<file path="config.mk">
export PLATFORM = sky130hd
export DESIGN_NAME = fpga_rst_seq
export DESIGN_NICKNAME = d
export VERILOG_FILES = /design/src/rtl/fpga_rst_pkg.sv /design/src/rtl/fpga_sync_bit.sv /design/src/rtl/fpga_rst_seq.sv
export SDC_FILE = /design/constraint.sdc
export NUM_CORES = 1
export LEC_CHECK = 0
export ABC_AREA = 1
export BUFFER_PORTS_ARGS = -buffer_cell sky130_fd_sc_hd__buf_4
export CAP_MARGIN = 15
export CORE_MARGIN = 10
export CORE_UTILIZATION = 50
export DETAILED_ROUTE_END_ITERATION = 12
export PLACE_DENSITY = 0.7
export SETUP_SLACK_MARGIN = 0.5
export SYNTH_ARGS = -nofsm -noshare
export SYNTH_HDL_FRONTEND = slang
export SYNTH_HIERARCHICAL = 1
export SYNTH_SLANG_ARGS = --single-unit
</file>
<file path="constraint.sdc">
create_clock -name clk -period 4.6 [get_ports clk]
set_input_delay 0.46 -clock clk [delete_from_list [all_inputs] [get_ports clk]]
set_output_delay 0.46 -clock clk [all_outputs]
set_load 0.005 [all_outputs]
</file>
<file path="src/rtl/fpga_rst_pkg.sv">
// Shared types and constants for the multi-PLL reset sequencer.
package fpga_rst_pkg;

    localparam int unsigned SYNC_STAGES_MIN = 2;

    typedef enum logic [1:0] {
        WAIT_LOCK = 2'd0,
        QUALIFY   = 2'd1,
        RELEASE   = 2'd2,
        RUN       = 2'd3
    } rst_state_t;

endpackage

</file>
<file path="src/rtl/fpga_sync_bit.sv">
// N-stage single-bit synchroniser with asynchronous active-low clear.
module fpga_sync_bit #(
    parameter int unsigned STAGES = 3
) (
    input  logic clk,
    input  logic arst_n,
    input  logic i_d,
    output logic o_q
);

    (* ASYNC_REG = "TRUE" *) logic [STAGES-1:0] r_sync;

    always_ff @(posedge clk or negedge arst_n) begin
        if (!arst_n) begin
            r_sync <= '0;
        end else begin
            r_sync <= {r_sync[STAGES-2:0], i_d};
        end
    end

    assign o_q = r_sync[STAGES-1];

endmodule

</file>
<file path="src/rtl/fpga_rst_seq.sv">
// Reset sequencer: qualifies synchronised PLL locks, then releases domain
// resets in a staggered order; any lock loss or sw request drops them all.
module fpga_rst_seq
    import fpga_rst_pkg::*;
#(
    parameter int unsigned NUM_LOCK    = 2,
    parameter int unsigned SYNC_STAGES = 3,
    parameter int unsigned STABLE_CYC  = 1024,
    parameter int unsigned NUM_DOMAINS = 3,
    parameter int unsigned GAP_CYC     = 16,
    parameter int unsigned CNT_W       = 8
) (
    input  logic                   clk,
    input  logic                   arst_n,
    input  logic [NUM_LOCK-1:0]    lock_i,
    input  logic [NUM_LOCK-1:0]    lock_mask,
    input  logic                   sw_rst,
    input  logic                   loss_cnt_clr,
    output logic [NUM_DOMAINS-1:0] srst_n,
    output logic                   all_rdy,
    output logic [1:0]             state_o,
    output logic [CNT_W-1:0]       loss_cnt
);

    localparam int unsigned CNT_BITS = (STABLE_CYC  > 1) ? $clog2(STABLE_CYC)  : 1;
    localparam int unsigned GAP_BITS = (GAP_CYC     > 1) ? $clog2(GAP_CYC)     : 1;
    localparam int unsigned IDX_BITS = (NUM_DOMAINS > 1) ? $clog2(NUM_DOMAINS) : 1;

    if (NUM_LOCK < 1 || NUM_LOCK > 4) begin : g_chk_num_lock
        $error("fpga_rst_seq: NUM_LOCK must be 1..4");
    end
    if (SYNC_STAGES < SYNC_STAGES_MIN) begin : g_chk_sync
        $error("fpga_rst_seq: SYNC_STAGES too small");
    end
    if (STABLE_CYC < 1) begin : g_chk_stable
        $error("fpga_rst_seq: STABLE_CYC must be >= 1");
    end
    if (NUM_DOMAINS < 1) begin : g_chk_domains
        $error("fpga_rst_seq: NUM_DOMAINS must be >= 1");
    end
    if (GAP_CYC < 1) begin : g_chk_gap
        $error("fpga_rst_seq: GAP_CYC must be >= 1");
    end
    if (CNT_W < 1) begin : g_chk_cnt_w
        $error("fpga_rst_seq: CNT_W must be >= 1");
    end

    logic [NUM_LOCK-1:0]    w_lock_sync;
    logic                   w_lock_ok;

    rst_state_t             r_state,   w_state_nxt;
    logic [CNT_BITS-1:0]    r_cnt,     w_cnt_nxt;
    logic [GAP_BITS-1:0]    r_gap,     w_gap_nxt;
    logic [IDX_BITS-1:0]    r_idx,     w_idx_nxt;
    logic [NUM_DOMAINS-1:0] r_srst_n,  w_srst_n_nxt;
    logic                   r_all_rdy, w_all_rdy_nxt;
    logic                   w_loss_inc;
    logic [CNT_W-1:0]       r_loss_cnt;

    for (genvar g = 0; g < NUM_LOCK; g++) begin : g_sync
        fpga_sync_bit #(
            .STAGES (SYNC_STAGES)
        ) u_sync (
            .clk    (clk),
            .arst_n (arst_n),
            .i_d    (lock_i[g]),
            .o_q    (w_lock_sync[g])
        );
    end

    // Masked-out locks count as good.
    assign w_lock_ok = &(w_lock_sync | ~lock_mask);

    always_ff @(posedge clk or negedge arst_n) begin
        if (!arst_n) begin
            r_state   <= WAIT_LOCK;
            r_cnt     <= '0;
            r_gap     <= '0;
            r_idx     <= '0;
            r_srst_n  <= '0;
            r_all_rdy <= 1'b0;
        end else begin
            r_state   <= w_state_nxt;
            r_cnt     <= w_cnt_nxt;
            r_gap     <= w_gap_nxt;
            r_idx     <= w_idx_nxt;
            r_srst_n  <= w_srst_n_nxt;
            r_all_rdy <= w_all_rdy_nxt;
        end
    end

    always_comb begin
        w_state_nxt   = r_state;
        w_cnt_nxt     = r_cnt;
        w_gap_nxt     = r_gap;
        w_idx_nxt     = r_idx;
        w_srst_n_nxt  = r_srst_n;
        w_all_rdy_nxt = r_all_rdy;
        w_loss_inc    = 1'b0;

        case (r_state)
            WAIT_LOCK: begin
                if (w_lock_ok && !sw_rst) begin
                    w_state_nxt = QUALIFY;
                    w_cnt_nxt   = '0;
                end
            end

            QUALIFY: begin
                if (!w_lock_ok || sw_rst) begin
                    w_state_nxt = WAIT_LOCK;
                end else if (r_cnt == CNT_BITS'(STABLE_CYC - 1)) begin
                    w_srst_n_nxt = NUM_DOMAINS'(1);
                    w_idx_nxt    = '0;
                    w_gap_nxt    = '0;
                    if (NUM_DOMAINS == 1) begin
                        w_state_nxt   = RUN;
                        w_all_rdy_nxt = 1'b1;
                    end else begin
                        w_state_nxt = RELEASE;
                    end
                end else begin
                    w_cnt_nxt = r_cnt + CNT_BITS'(1);
                end
            end

            RELEASE, RUN: begin
                if (!w_lock_ok || sw_rst) begin
                    w_state_nxt   = WAIT_LOCK;
                    w_srst_n_nxt  = '0;
                    w_all_rdy_nxt = 1'b0;
                    w_loss_inc    = !w_lock_ok;
                end else if (r_state == RELEASE) begin
                    if (r_gap == GAP_BITS'(GAP_CYC - 1)) begin
                        // Resets release in bit order, so a thermometer shift suffices.
                        w_gap_nxt    = '0;
                        w_idx_nxt    = r_idx + IDX_BITS'(1);
                        w_srst_n_nxt = (r_srst_n << 1) | NUM_DOMAINS'(1);
                        if (w_idx_nxt == IDX_BITS'(NUM_DOMAINS - 1)) begin
                            w_state_nxt   = RUN;
                            w_all_rdy_nxt = 1'b1;
                        end
                    end else begin
                        w_gap_nxt = r_gap + GAP_BITS'(1);
                    end
                end
            end

            default: begin
                w_state_nxt = WAIT_LOCK;
            end
        endcase
    end

    // Saturating loss counter; a clear coinciding with a loss leaves one loss.
    always_ff @(posedge clk or negedge arst_n) begin
        if (!arst_n) begin
            r_loss_cnt <= '0;
        end else if (loss_cnt_clr) begin
            r_loss_cnt <= w_loss_inc ? CNT_W'(1) : '0;
        end else if (w_loss_inc && (r_loss_cnt != {CNT_W{1'b1}})) begin
            r_loss_cnt <= r_loss_cnt + CNT_W'(1);
        end
    end

    assign srst_n   = r_srst_n;
    assign all_rdy  = r_all_rdy;
    assign state_o  = r_state;
    assign loss_cnt = r_loss_cnt;

endmodule
</file>
==> impl_results.md, run 1 <==
* Cell taking the most area after synthesis: dfrtp_1
* Tightest Pin Transition at 458 ps
* Synth Register Bits at 36
* Largest net degree at the start of global routing at 37
* IO Pins at 22
* Worst skew pair latency at between 200 and 300 ps
* Number of DRC markers in iteration 0 at 64
* Non-filler cells, final at 344
* WP data required at roughly 4800 ps
* Remaining DRCs at 0
* TritonCTS Buffers at 5
* Congestion Overflow GR at 0
* Area contributors post-synth: dfrtp_1 (44%), nand2_1 (16%), nand3_1 (5.6%)
* Placed Cells at ~340
* Via count at ~1,700
* Ant. Diodes at 0
* Yosys Warn Count at 6
* Die Width at about 84 um
* Worst VDD drop at between 300 and 400 uV
* Die area at approximately 0.007 mm^2
* P&R area growth vs syn at 14.9%
* Routed WL at just under 4000 um
* Worst Skew at between 9 and 10 ps
* Most frequent cells in the layout: nand2_1 (90), dfrtp_1 (36), nor2_1 (27)
* Vias in the first global route at 1,549
* Routability Congestion at between 0.8 and 0.9
* Reg power frac at slightly below 40%
* Post-Synthesis Cell Area at a little over 0.002 mm^2
* DR pass1 iterations at 4
* Mapped Nets at approximately 280
* CTS tree: yes
* Static Leak at between 1 and 1.5 nW
* Share of layout cells above drive strength 1 at around 18%
* Pint at between 0.6 and 0.7 mW
* Crit Path Category: reg2reg
* Status: complete, no violations
* CTS root buf: clkbuf_8
* Core ar. at 0.00400 mm^2
* Fin. max-slew vios at 0
* Clock power share at approximately a quarter
* Post-DR wirelength/cell at between 10 and 15 um
* Routed Antenna Nets at 0
* Combinational fraction of design power at 34.1%
* Post-synth EDFFs at 0
* Resize count post-CTS at 0
* Switch Pwr at 0.392 mW
* Sequential area share after synthesis at a little over two fifths
* Cells after Synth at between 200 and 300
* Synth cell types at 29
* CTS clock-pin slew for the worst setup and hold paths at about 80 ps
* Power Dens Cells at roughly 440 mW/mm^2
* Syn_area_per_cell at between 7 and 8 um^2
* First-pass GRT wire length at 6800 um
* Final cycle utilization of the critical path at between 30% and 40%
* Ys async rst share at 100%
* Initial antenna violation count at 0
* Vias per cell at about 5
* Crit path DAT at roughly 2000 ps
* Crit path max fanout at 8
* Row cnt at 23
* Fmax at 564 MHz
* Final Setup Violations at 0
* Hold buffers post-CTS at 0
* RSZ-0062 raised after global routing: no
* Hold WC Path Type: in2async
* Final HPWL DP at ~3000 um
* Commonest non-fill, non-tap cell in the layout: nand2_1
* # Post-CTS Setup Buffers at 0
* Port Buffers at 21
* Final net count at ~310
* CTS sink cnt at 36
* Post-synth top area share at 43.7%
* Starting Density at 51.5%
* Worst Setup End Kind: flip-flop
* Min Tclk post-route at roughly 1800 ps
* Clock buffer depth at 2
* H-tree depth at 2
* Max cap viols at 0
* Slew margin rel. at slightly below 70%
* Net Sw Frac at between 30% and 40%
* FF+latch area at 901 um^2
* Post-synth top flop: dfrtp_1
* # fillers at ~350
* Final hold viol count at 0
* Setup TNS at 0 ps
* Area of the multi-input gates at 0.00102 mm^2
* Die height at ~84 um
* Total track usage at 11.3%
* Critical Path Start Type: flip-flop
[final cells by class]
cell class | count | area share (%)
Inverter | 30 | 4.97
Clock buffer | 6 | 3.06
Clock inverter | 2 | 1.48
Sequential cell | 36 | 38.0
Timing Repair Buffer | 21 | 6.66
Tap cell | 50 | 2.64
Multi-Input combinational cell | 199 | 43.2
[worst max-delay path, stage by stage, from the launching register on]
cell and delay [ps]:
dfrtp_1 430, inv_1 90, ha_1 260, nor2_4 200, inv_2 90, nand2_1 150
o21bai_2 160, nand2_1 100, inv_2 120, nand2_1 60, nand2_1 60
[worst paths after layout]
check,startpoint,slack (ps),endpoint,depth (start not counted)
min,arst_n,110,state_o[0],1
min reg2reg,g_sync[1].u_sync/r_sync[1],350,g_sync[1].u_sync/r_sync[2],0
max reg2reg,state_o[0],2830,loss_cnt[2],10
min in group clk,lock_i[1],280,g_sync[1].u_sync/r_sync[0],1
max in group asynchronous,arst_n,4160,r_cnt[3],1
max,state_o[0],2830,loss_cnt[2],10
[registers in the layout (all words and copies together) (netlist names)]
| name | flops |
|---|---|
| loss_cnt | 8 |
| r_cnt | 10 |
| r_idx | 2 |
| r_gap | 4 |
| state_o | 2 |
| all_rdy | 1 |
| srst_n | 3 |
| g_sync.u_sync/r_sync | 6 |
[cell usage after synthesis, types with 2 or more instances]
library cell  instances
ha_1                  8
nand3b_1              2
nand2_1              90
o21ai_2               5
nand3_2               2
dfrtp_1              36
or2_2                 4
a21oi_1               3
nor2_2                2
nand4_1               5
o21ai_1               2
o21ai_0               8
nor2_1               27
nor2_4                3
nand3_1              23
xor2_1                5
inv_2                 3
nand2_2               2
inv_1                26
a21o_1                2
[cell families after synthesis]
kind of cell	count (synthesis)	synth area share [%]
xor gates and xnor gates	5	2.12
buffers and inverters	32	6.68
adders and majority gates	8	4.86
AOI/OAI and AO/OA	23	7.29
and+or+nand+nor	163	35.3
DFF	36	43.7
[metal layers]
layer  vias to the layer above  GRT usage, %  wire [um]
met3                         3          4.06        169
met1                       750          13.5       1850
met4                         0          3.65         35
met2                        16          18.3       1840
li1                        902             -          -
met5                         -             0          0
[stage by stage]
stage	util, %	setup WS (ps)	total power [mW]	cell area, um^2	hold slack (ps)
floorplan	-	3040	0.683	2060	164
global placement	56.5	2840	0.773	2260	333
detailed placement	56.5	2830	0.776	2260	336
CTS	59.2	2810	1.05	2370	124
global route	59.2	2630	1.13	2370	146
finish	59.2	2830	1.04	2370	113
[power by group through the flow]
stage	registers (mW)	clock network [mW]	logic, mW
after floorplan	0.407	0	0.275
after global placement	0.416	0	0.357
after detailed placement	0.415	0	0.362
after CTS	0.410	0.283	0.361
after global routing	0.418	0.297	0.411
final	0.411	0.272	0.354
No activity file was read; power rests on OpenSTA's default activity.
==> run 2, diff against run 1 <==
==> constraint.sdc (replaced) <==
create_clock -name clk -period 1.85 [get_ports clk]
set_input_delay 0.185 -clock clk [delete_from_list [all_inputs] [get_ports clk]]
set_output_delay 0.185 -clock clk [all_outputs]
set_load 0.005 [all_outputs]
==> run 2 against run 1 <==
Critical path depth shrank 1. Core utilization grew 16 points. Wire length grew 32%. Largest cell class unchanged.
==> impl_results.md, run 2 (synthesized netlist as in run 1, its figures left out) <==
* Routed Antenna Nets at 0 (unchanged)
* Placed Cells at 336 (unchanged)
* Min Tclk post-route at 1560 ps (-213 ps)
* Post-DR wirelength/cell at 13.5 um (+19%)
* First-pass GRT wire length at 8050 um (+18%)
* Worst setup margin at 291 ps (-2540 ps)
* Routability Congestion at 0.818 (+0.26%)
* Most frequent cells in the layout: nand2_1 (72), buf_4 (44), dfrtp_1 (32)
* Tightest Pin Transition at 445 ps (-12.6 ps)
* Worst Setup End Kind: flip-flop
* Max cap viols at 0 (unchanged)
* Die height at 84.2 um (unchanged)
* Final Setup Violations at 0 (unchanged)
* Initial antenna violation count at 0 (unchanged)
* Vias per cell at 5.05 (+3.9%)
* Worst VDD drop at 1370 uV (+300%)
* Starting Density at 51.5% (unchanged)
* CTS clock-pin slew for the worst setup and hold paths at 70 ps (about the same)
* Number of DRC markers in iteration 0 at 112 (+75%)
* Commonest non-fill, non-tap cell in the layout: nand2_1
* Vias in the first global route at 1,813 (+17%)
* Flip-flop count of the largest register after layout at 10 (unchanged)
* Non-filler cells, final at 382 (+11%)
* Die area at 0.00709 mm^2 (unchanged)
* Remaining DRCs at 0 (unchanged)
* CTS sink cnt at 36 (unchanged)
* GR peak layer: met2
* CTS root buf: clkbuf_8
* Total track usage at 13.5% (+2.2 points)
* Share of layout cells above drive strength 1 at 41.6% (+24 points)
* Crit path DAT at 1750 ps (-250 ps)
* Final HPWL DP at 2970 um (+1.7%)
* Slew margin rel. at 70.3% (+0.84 points)
* Congestion Overflow GR at 0 (unchanged)
* Status: complete, no violations
* Hold WC Path Type: in2reg
* Clock buffer depth at 2 (unchanged)
* Largest register by flop count: r_cnt
* Crit Path Category: reg2reg
* Die Width at 84.2 um (unchanged)
* Critical Path Start Type: flip-flop
* Setup TNS at 0 ps (unchanged)
* Crit path max fanout at 5 (-3)
* Final hold viol count at 0 (unchanged)
* DR pass1 iterations at 4 (unchanged)
* TritonCTS Buffers at 5 (unchanged)
* Core ar. at 0.00400 mm^2 (unchanged)
* M1 GR Usage at 16.2% (+2.7 points)
* P&R area growth vs syn at 46.1%
* Worst skew pair latency at 290 ps (about the same)
* Static Leak at 1.47 nW (+20%)
* Setup WS pre-CTS at 166 ps (-2660 ps)
* Met2 GRT Util at 21.9% (+3.5 points)
* Ant. Diodes at 0 (unchanged)
* Power Dens Cells at 1160 mW/mm^2 (+170%)
* Via count at 1,928 (+15%)
* Routed WL at 5140 um (+32%)
* Final net count at 347 (+12%)
* H-tree depth at 2 (unchanged)
* Fin. max-slew vios at 0 (unchanged)
* Final cycle utilization of the critical path at 84.3% (+46 points)
* WP data required at 2040 ps (-2790 ps)
* Port Buffers at 21 (unchanged)
* Row cnt at 23 (unchanged)
* IO Pins at 22 (unchanged)
* Worst Skew at 7.99 ps (-1.60 ps)
* Fmax at 641 MHz (+14%)
* Largest net degree at the start of global routing at 37 (unchanged)
* Met3 Track Usage GR at 4.35% (+0.29 points)
* RSZ-0062 raised after global routing: yes
* CTS tree: yes
[run 2: cell types whose count changed in the layout (fill, tap and decap cells not counted), moves of 6 or more]
cell	change
buf_4	+23
buf_6	+9
ha_1	-7
nand2_1	-18
nand2_2	+13
nor2_1	-11
nor2_4	+7
o21ai_0	-6
[run 2: layer usage]
layer	wire (um)	vias to the layer above	part of all wire, %
li1	-	977	-
met4	108	0	2.1
met5	0	-	0
met3	197	12	3.8
met1	2240	910	43
met2	2600	29	51
[run 2: worst paths after layout]
check | from | endpoint | slack (ps) | depth (start not counted)
worst max register to register | state_o[1] | r_gap[1] | 290 | 9
worst max-delay path | state_o[1] | r_gap[1] | 290 | 9
min in group asynchronous | arst_n | r_cnt[1] | 380 | 2
worst min-delay path | loss_cnt_clr | loss_cnt[3] | 160 | 4
max in group asynchronous | arst_n | state_o[1] | 1120 | 2
worst min register to register | g_sync[0].u_sync/r_sync[0] | g_sync[0].u_sync/r_sync[1] | 350 | 0
[run 2: what timing repair did]
action                                  4_1_cts  5_1_grt
endpoints found under the hold margin        38        0
hold buffers                                  3        0
gates cloned                                  1        0
resized for setup                            39       39
buffers inserted                             25        9
endpoints found under the setup margin       29       29
pin swaps                                     8       20
[run 2: layout make-up]
| class | count | area [um^2] |
|---|---|---|
| clock buffers | 6 | 72.6 |
| inverters | 30 | 130 |
| well taps | 50 | 62.6 |
| repair inverters | 1 | 16.3 |
| multi-input cells | 199 | 1290 |
| fillers | 262 | 990 |
| flip-flops and latches | 36 | 906 |
| clock inverters | 2 | 35.0 |
| repair buffers | 58 | 502 |
[run 2: critical path: stages (launching register included)]
cell,delay [ps]
dfrtp_2,460
ha_4,190
nor2_4,170
inv_4,70
o21ai_2,120
nand2_2,90
nor2_4,170
inv_2,70
nand2_1,70
nand2_1,50
[run 2: through the flow]
stage               utilization, %  total power, mW  cell area [um^2]  hold slack, ps
floorplan                        -             1.77              2110            -111
global placement              57.6             1.99              2300             170
detailed placement            57.6             2.00              2300             170
CTS                           70.5             3.22              2820             140
global route                  75.3             3.72              3010             147
finish                        75.3             3.50              3010             160
[run 2: where the power goes]
part           switching [mW]  internal, mW
sequential              0.135         0.902
combinational           0.957         0.832
clock                   0.277         0.400
